## config.mk

```make
export PLATFORM = sky130hd
export DESIGN_NAME = om_score_writer
export DESIGN_NICKNAME = d
export VERILOG_FILES = /design/src/rtl/om_score_writer_pkg.sv /design/src/rtl/om_raster_counter.sv /design/src/rtl/om_score_writer.sv
export SDC_FILE = /design/constraint.sdc
export NUM_CORES = 1
export LEC_CHECK = 0
export CAP_MARGIN = 30
export CORE_MARGIN = 4
export CORE_UTILIZATION = 48
export CTS_CLUSTER_SIZE = 14
export DETAILED_ROUTE_END_ITERATION = 10
export PLACE_DENSITY = 0.87
export SYNTH_ARGS = -nofsm -noshare
export SYNTH_HDL_FRONTEND = slang
export SYNTH_SLANG_ARGS = --single-unit
```

## constraint.sdc

```tcl
create_clock -name iClk -period 2.6 [get_ports iClk]
set_clock_uncertainty 0.05 [all_clocks]
set_input_delay 0.26 -clock iClk [delete_from_list [all_inputs] [get_ports iClk]]
set_output_delay 0.26 -clock iClk [all_outputs]
set_load 0.02 [all_outputs]
```

## src/rtl/om_score_writer_pkg.sv

```systemverilog
`default_nettype none
// ============================================================================
//  Module   : om_score_writer_pkg
//  Purpose  : Shared constants for the OM score map: address/score widths,
//             default map geometry (shared with the max-value search) and
//             the writer FSM state encoding.
//  Revision : 1.0  initial release
// ============================================================================
package om_score_writer_pkg;

    localparam int OM_ADDR_W = 13;
    localparam int SCORE_W   = 32;

    // Default score-map geometry; the max-value search uses the same values.
    localparam int DEF_MAP_W = 80;
    localparam int DEF_MAP_H = 60;

    // Writer FSM encoding
    localparam logic [1:0] ST_IDLE    = 2'd0;
    localparam logic [1:0] ST_WRITE   = 2'd1;
    localparam logic [1:0] ST_DONE    = 2'd2;
    localparam logic [1:0] ST_WAIT_MV = 2'd3;

    // Negative scores carry no useful peak information; optionally floor them at 0.
    function automatic logic [SCORE_W-1:0] clamp_score(
        input logic [SCORE_W-1:0] score,
        input logic               clamp_en
    );
        return (clamp_en && score[SCORE_W-1]) ? '0 : score;
    endfunction

endpackage
`default_nettype wire

```

## src/rtl/om_raster_counter.sv

```systemverilog
`default_nettype none
// ============================================================================
//  Module   : om_raster_counter
//  Purpose  : Raster-order col/row/linear-address counters for the OM map.
//             Address is advanced incrementally so no multiplier is needed.
//             Counters stop at the last map position (no wrap in a frame).
//  Revision : 1.0  initial release
// ============================================================================
module om_raster_counter
    import om_score_writer_pkg::*;
#(
    parameter int MAP_W  = DEF_MAP_W,
    parameter int MAP_H  = DEF_MAP_H,
    parameter int ADDR_W = OM_ADDR_W
)(
    input  logic              iClk,
    input  logic              iReset_n,
    input  logic              clr,
    input  logic              en,
    output logic [ADDR_W-1:0] addr,
    output logic              last
);

    localparam int COL_W = (MAP_W > 1) ? $clog2(MAP_W) : 1;
    localparam int ROW_W = (MAP_H > 1) ? $clog2(MAP_H) : 1;
    localparam logic [COL_W-1:0] LAST_COL = COL_W'(MAP_W - 1);
    localparam logic [ROW_W-1:0] LAST_ROW = ROW_W'(MAP_H - 1);

    logic [COL_W-1:0] col;
    logic [ROW_W-1:0] row;

    assign last = (col == LAST_COL) && (row == LAST_ROW);

    // Advance col/row/address on each enabled step; clear has priority.
    always_ff @(posedge iClk) begin
        if (!iReset_n || clr) begin
            col  <= '0;
            row  <= '0;
            addr <= '0;
        end else if (en && !last) begin
            addr <= addr + 1'b1;
            if (col == LAST_COL) begin
                col <= '0;
                row <= row + 1'b1;
            end else begin
                col <= col + 1'b1;
            end
        end
    end

endmodule
`default_nettype wire

```

## src/rtl/om_score_writer.sv

```systemverilog
`default_nettype none
// ============================================================================
//  Module   : om_score_writer
//  Purpose  : Writes a raster stream of classifier scores into OM, kicks the
//             max-value search when the map is complete, and holds off new
//             frames until that search releases OM.
//  Revision : 1.0  initial release
// ============================================================================
module om_score_writer
    import om_score_writer_pkg::*;
#(
    parameter int MAP_W     = DEF_MAP_W,
    parameter int MAP_H     = DEF_MAP_H,
    parameter int CLAMP_NEG = 1
)(
    input  logic                 iClk,
    input  logic                 iReset_n,
    input  logic                 iStart,
    input  logic                 iAbort,
    input  logic                 iValid,
    input  logic [SCORE_W-1:0]   iScore,
    output logic                 oReady,
    output logic                 oWr_OM,
    output logic [OM_ADDR_W-1:0] oAddr_OM,
    output logic [SCORE_W-1:0]   oData_OM,
    output logic                 oRun_MV,
    input  logic                 iMV_end,
    output logic                 oBusy,
    output logic [OM_ADDR_W-1:0] oCount
);

    localparam int               TOTAL   = MAP_W * MAP_H;
    localparam int               CNT_W   = $clog2(TOTAL + 1);
    localparam logic [CNT_W-1:0] CNT_MAX = CNT_W'(TOTAL);

    logic [1:0]           state;
    logic [1:0]           next_state;
    logic [OM_ADDR_W-1:0] cur_addr;
    logic                 at_last;
    logic                 accept;
    logic                 clr;
    logic                 mv_end_seen;
    logic [CNT_W-1:0]     count;

    assign oReady = (state == ST_WRITE);
    assign oBusy  = (state != ST_IDLE);
    assign accept = oReady && iValid;
    assign clr    = iAbort || ((state == ST_IDLE) && iStart);
    assign oCount = OM_ADDR_W'(count);

    om_raster_counter #(
        .MAP_W  (MAP_W),
        .MAP_H  (MAP_H),
        .ADDR_W (OM_ADDR_W)
    ) u_raster (
        .iClk     (iClk),
        .iReset_n (iReset_n),
        .clr      (clr),
        .en       (accept),
        .addr     (cur_addr),
        .last     (at_last)
    );

    // Next-state selection; abort overrides every transition.
    always_comb begin
        next_state = state;
        if (iAbort) begin
            next_state = ST_IDLE;
        end else begin
            case (state)
                ST_IDLE:    if (iStart)                 next_state = ST_WRITE;
                ST_WRITE:   if (accept && at_last)      next_state = ST_DONE;
                ST_DONE:                                next_state = ST_WAIT_MV;
                ST_WAIT_MV: if (iMV_end || mv_end_seen) next_state = ST_IDLE;
                default:                                next_state = ST_IDLE;
            endcase
        end
    end

    // State register.
    always_ff @(posedge iClk) begin
        if (!iReset_n) state <= ST_IDLE;
        else           state <= next_state;
    end

    // Remember an end pulse that lands in the DONE cycle so WAIT_MV exits at once.
    always_ff @(posedge iClk) begin
        if (!iReset_n || iAbort)                  mv_end_seen <= 1'b0;
        else if ((state == ST_DONE) && iMV_end)   mv_end_seen <= 1'b1;
        else if (state != ST_DONE)                mv_end_seen <= 1'b0;
    end

    // Registered OM write port; address/data hold between strobes.
    always_ff @(posedge iClk) begin
        if (!iReset_n) begin
            oWr_OM   <= 1'b0;
            oAddr_OM <= '0;
            oData_OM <= '0;
        end else begin
            oWr_OM <= accept;
            if (accept) begin
                oAddr_OM <= cur_addr;
                oData_OM <= clamp_score(iScore, CLAMP_NEG != 0);
            end
        end
    end

    // Search start follows DONE by one cycle, i.e. after the final OM write lands.
    always_ff @(posedge iClk) begin
        if (!iReset_n) oRun_MV <= 1'b0;
        else           oRun_MV <= (state == ST_DONE) && !iAbort;
    end

    // Accepted-score count for the current frame, saturating at the map size.
    always_ff @(posedge iClk) begin
        if (!iReset_n || clr)                  count <= '0;
        else if (accept && (count != CNT_MAX)) count <= count + 1'b1;
    end

endmodule
`default_nettype wire

```

==> impl_metrics.py <==
metrics = {
    "status": {
        "status": "complete, no violations",
    },
    "detailed_routing": {
        "viasPerCell": 5.62,
        "vias": 3338,
        "routedWlPerCell_um": 15.5,
        "firstDrtPassIters": 5,
        "drc": 0,
        "postRouteAntennaNets": 0,
        "drt_iter0_drc": 186,
        "drt_wl_total_um": 9230,
    },
    "synthesis": {
        "synth_fa_ha_area_share_pct": 3.38,
        "syn_avg_cell_area_um2": 9.34,
        "syn_nets": 444,
        "synth_mux_area_share_pct": 1.39,
        "synth_top_family_by_area": "simple AND/OR/NAND/NOR gates",
        "synth-seq-area-share_pct": 47.6,
        "syn-instance-count": 396,
        "synth-compound-area-share_pct": 19.5,
        "synth_seq_cells": 88,
        "synth_largest_area_cell": "dfxtp_1",
        "ys_types": 46,
        "async_flop_share_pct": 0,
        "synth_edf_count": 0,
        "yosysWarnings": 0,
        "yosys.area.top_type_share_pct": 47.6,
        "synth_flop_cell": "dfxtp_1",
        "syn_area_um2": 3700,
        "synthXorXnorAreaFrac_pct": 2.13,
        "synth-simple-area-share_pct": 22.0,
        "synth.area.top_cells": "dfxtp_1 48%, a22o_1 7.3%, nand2_1 4.3%",
    },
    "grt": {
        "grt_max_degree": 32,
        "grt.total_usage_pct": 20.3,
        "globalRoute.totalOverflow": 0,
        "grt_pass1_vias": 3119,
        "grt_first_pass_wirelength_um": 14700,
        "antenna_found_initial": 0,
    },
    "final_layout": {
        "layout-drive-gt1-share_pct": 5.66,
        "seq_area_um2": 1760,
        "multi_input_area_um2": 1800,
        "final_core_util_pct": 67.0,
        "nets": 538,
        "fillers": 590,
        "finalNonFillerCells": 594,
        "areaGrowthSynthToFinish_pct": 33.5,
        "n_antenna_cell": 0,
    },
    "worst_setup_path": {
        "r2r_end": "oCount[10]",
        "crit_type": "flip-flop to output pin",
        "worstPathMaxFanout": 10,
        "reg2reg_depth": 6,
        "r2r_slack_ps": 440,
        "cp.arrival_ps": 1890,
        "cp.depth": 3,
        "crit_chain": "inv_1 -> ha_1 -> clkdlybuf4s50_1",
        "start_kind": "flip-flop",
        "cpMaxStageDelayCell": "clkdlybuf4s50_1",
        "path_delay_family": "buffers and inverters",
        "r2r-start": "state[1]",
        "cp-end-kind": "output pin",
        "slowest_delay_ps": 680,
        "crit_required_ps": 2290,
        "worst-path-buf-inv": 2,
    },
    "timing": {
        "setup_violations": 0,
        "slew_viol_final": 0,
        "clock.fmax_ghz": 0.455,
        "post-route-period-util_pct": 84.6,
        "fin_crit_ps": 2200,
        "setup_tns_ps": 0,
        "setup_ws_ps": 400,
        "rsz0062_at_grt": "no",
        "worst_pin_slew_ps": 651,
        "hold_viol_final": 0,
        "relSlewSlack_pct": 56.6,
    },
    "worst_hold_path": {
        "holdPathEnd": "oAddr_OM[9]",
        "min_path_cells": 2,
        "hold_path_class": "flip-flop to flip-flop",
        "min_from": "oAddr_OM[9]",
    },
    "cts": {
        "hold_buffers": 0,
        "cts_setup_buffers": 0,
        "cts_buffer_depth": 2,
        "clk_latency_ps": 350,
        "cts_sinks": 88,
        "path_clk_slew_ps": 90,
        "cts_tree": "built",
        "cts-buffers-inserted": 9,
        "cts-htree-levels": 3,
        "cts-root-buf": "clkbuf_8",
        "cts_resized": 0,
    },
    "floorplan": {
        "core-area_um2": 7370,
        "chipWidth_um": 95.8,
        "floorplan.die_area_um2": 9170,
        "io_pins": 100,
        "start_util_pct": 50.2,
        "rows": 31,
        "die_h_um": 95.8,
    },
    "power_and_ir_drop": {
        "p_leak_nw": 1.70,
        "power_density_nw_per_um2": 489,
        "finalPower_w": 0.00241,
        "ir_drop_mv": 0.334,
    },
    "placed_design": {
        "pre_cts_ws_ps": 408,
        "portBuffers": 98,
        "hpwlAfterDp_um": 6610,
        "dp.cells": 578,
        "place.gp.congestion": 0.832,
    },
    "job": {
        "max_cap_violations": 0,
    },
}
==> worst reg2reg max path, stage by stage, from the launching register on <==
cell and delay [ps]:
dfxtp_1 360, inv_1 120, ha_1 380, and4_4 340, nand4_4 160, or4_1 510, a21oi_1 170
==> registers in the layout (all words and copies together) (netlist names) <==
register	count
u_raster.col	7
u_raster.row	6
oRun_MV	1
u_raster.addr	13
oAddr_OM	13
oData_OM	31
oWr_OM	1
mv_end_seen	1
state	2
oCount	13
==> kinds of logic after synthesis <==
family	Yosys count
buffers and inverters	33
DFF	88
AOI/OAI and AO/OA	103
xor gates and xnor gates	9
other	1
and+or+nand+nor	147
adders and majority gates	10
muxes	5
==> report_power, final <==
group | internal [W] | total [W] | switching (W)
Combinational | 0.000101 | 0.000196 | 0.0000949
Sequential | 0.00136 | 0.00137 | 0.00000822
Clock | 0.000355 | 0.000853 | 0.000498
Total | 0.00181 | 0.00241 | 0.000601
==> cell usage after synthesis (all sizes together), types with 8 or more instances <==
cell type and n:
ha 10, or4 10, or3 15, dfxtp 88, clkbuf 12, nor2 14
xor2 8, buf 10, a22o 31, nand2 42, o21ai 17, nand4 17
inv 11, a21boi 13, a21oi 24, nand3 15
==> worst max-delay path by stage <==
stage	startpoint	end	slack (ps)
6_report	state[1]	oReady	400
4_1_cts	state[1]	oReady	360
5_1_grt	state[1]	u_raster.col[6]	150
3_3_place_gp	iReset_n	oData_OM[24]	440
2_1_floorplan	state[1]	oCount[10]	580
3_5_place_dp	iValid	u_raster.row[1]	410
==> metrics by stage <==
step,cell area [um^2],hold slack [ps]
after global routing,4940,422
after CTS,4940,418
after detailed placement,4760,406
after global placement,4750,399
after floorplan,3700,335
final,4940,411
==> layout make-up <==
cell class	count	share of cell area (%)
clock buffers	11	2.66
repair buffers	105	21.1
clock inverters	5	0.837
well taps	99	2.51
flip-flops and latches	88	35.7
multi-input cells	275	36.4
inverters	11	0.837
==> cells in the final DEF (no fill, tap or decap), drive strengths merged, types with 14 or more instances in the layout <==
cell type,instances
clkdlybuf4s50,98
dfxtp,88
nand2,42
a22o,31
a21oi,24
o21ai,17
nand4,17
or3,15
nand3,15
nor2,14
==> routing by layer <==
metal	up-vias	part of all wire, %	GRT usage [%]
met1	1587	42	26.6
met4	0	1.2	7.82
li1	1642	-	-
met2	100	52	33.1
met5	-	0	0
met3	9	4.8	3.67
Note: power is estimated with default switching activity, not from simulation.
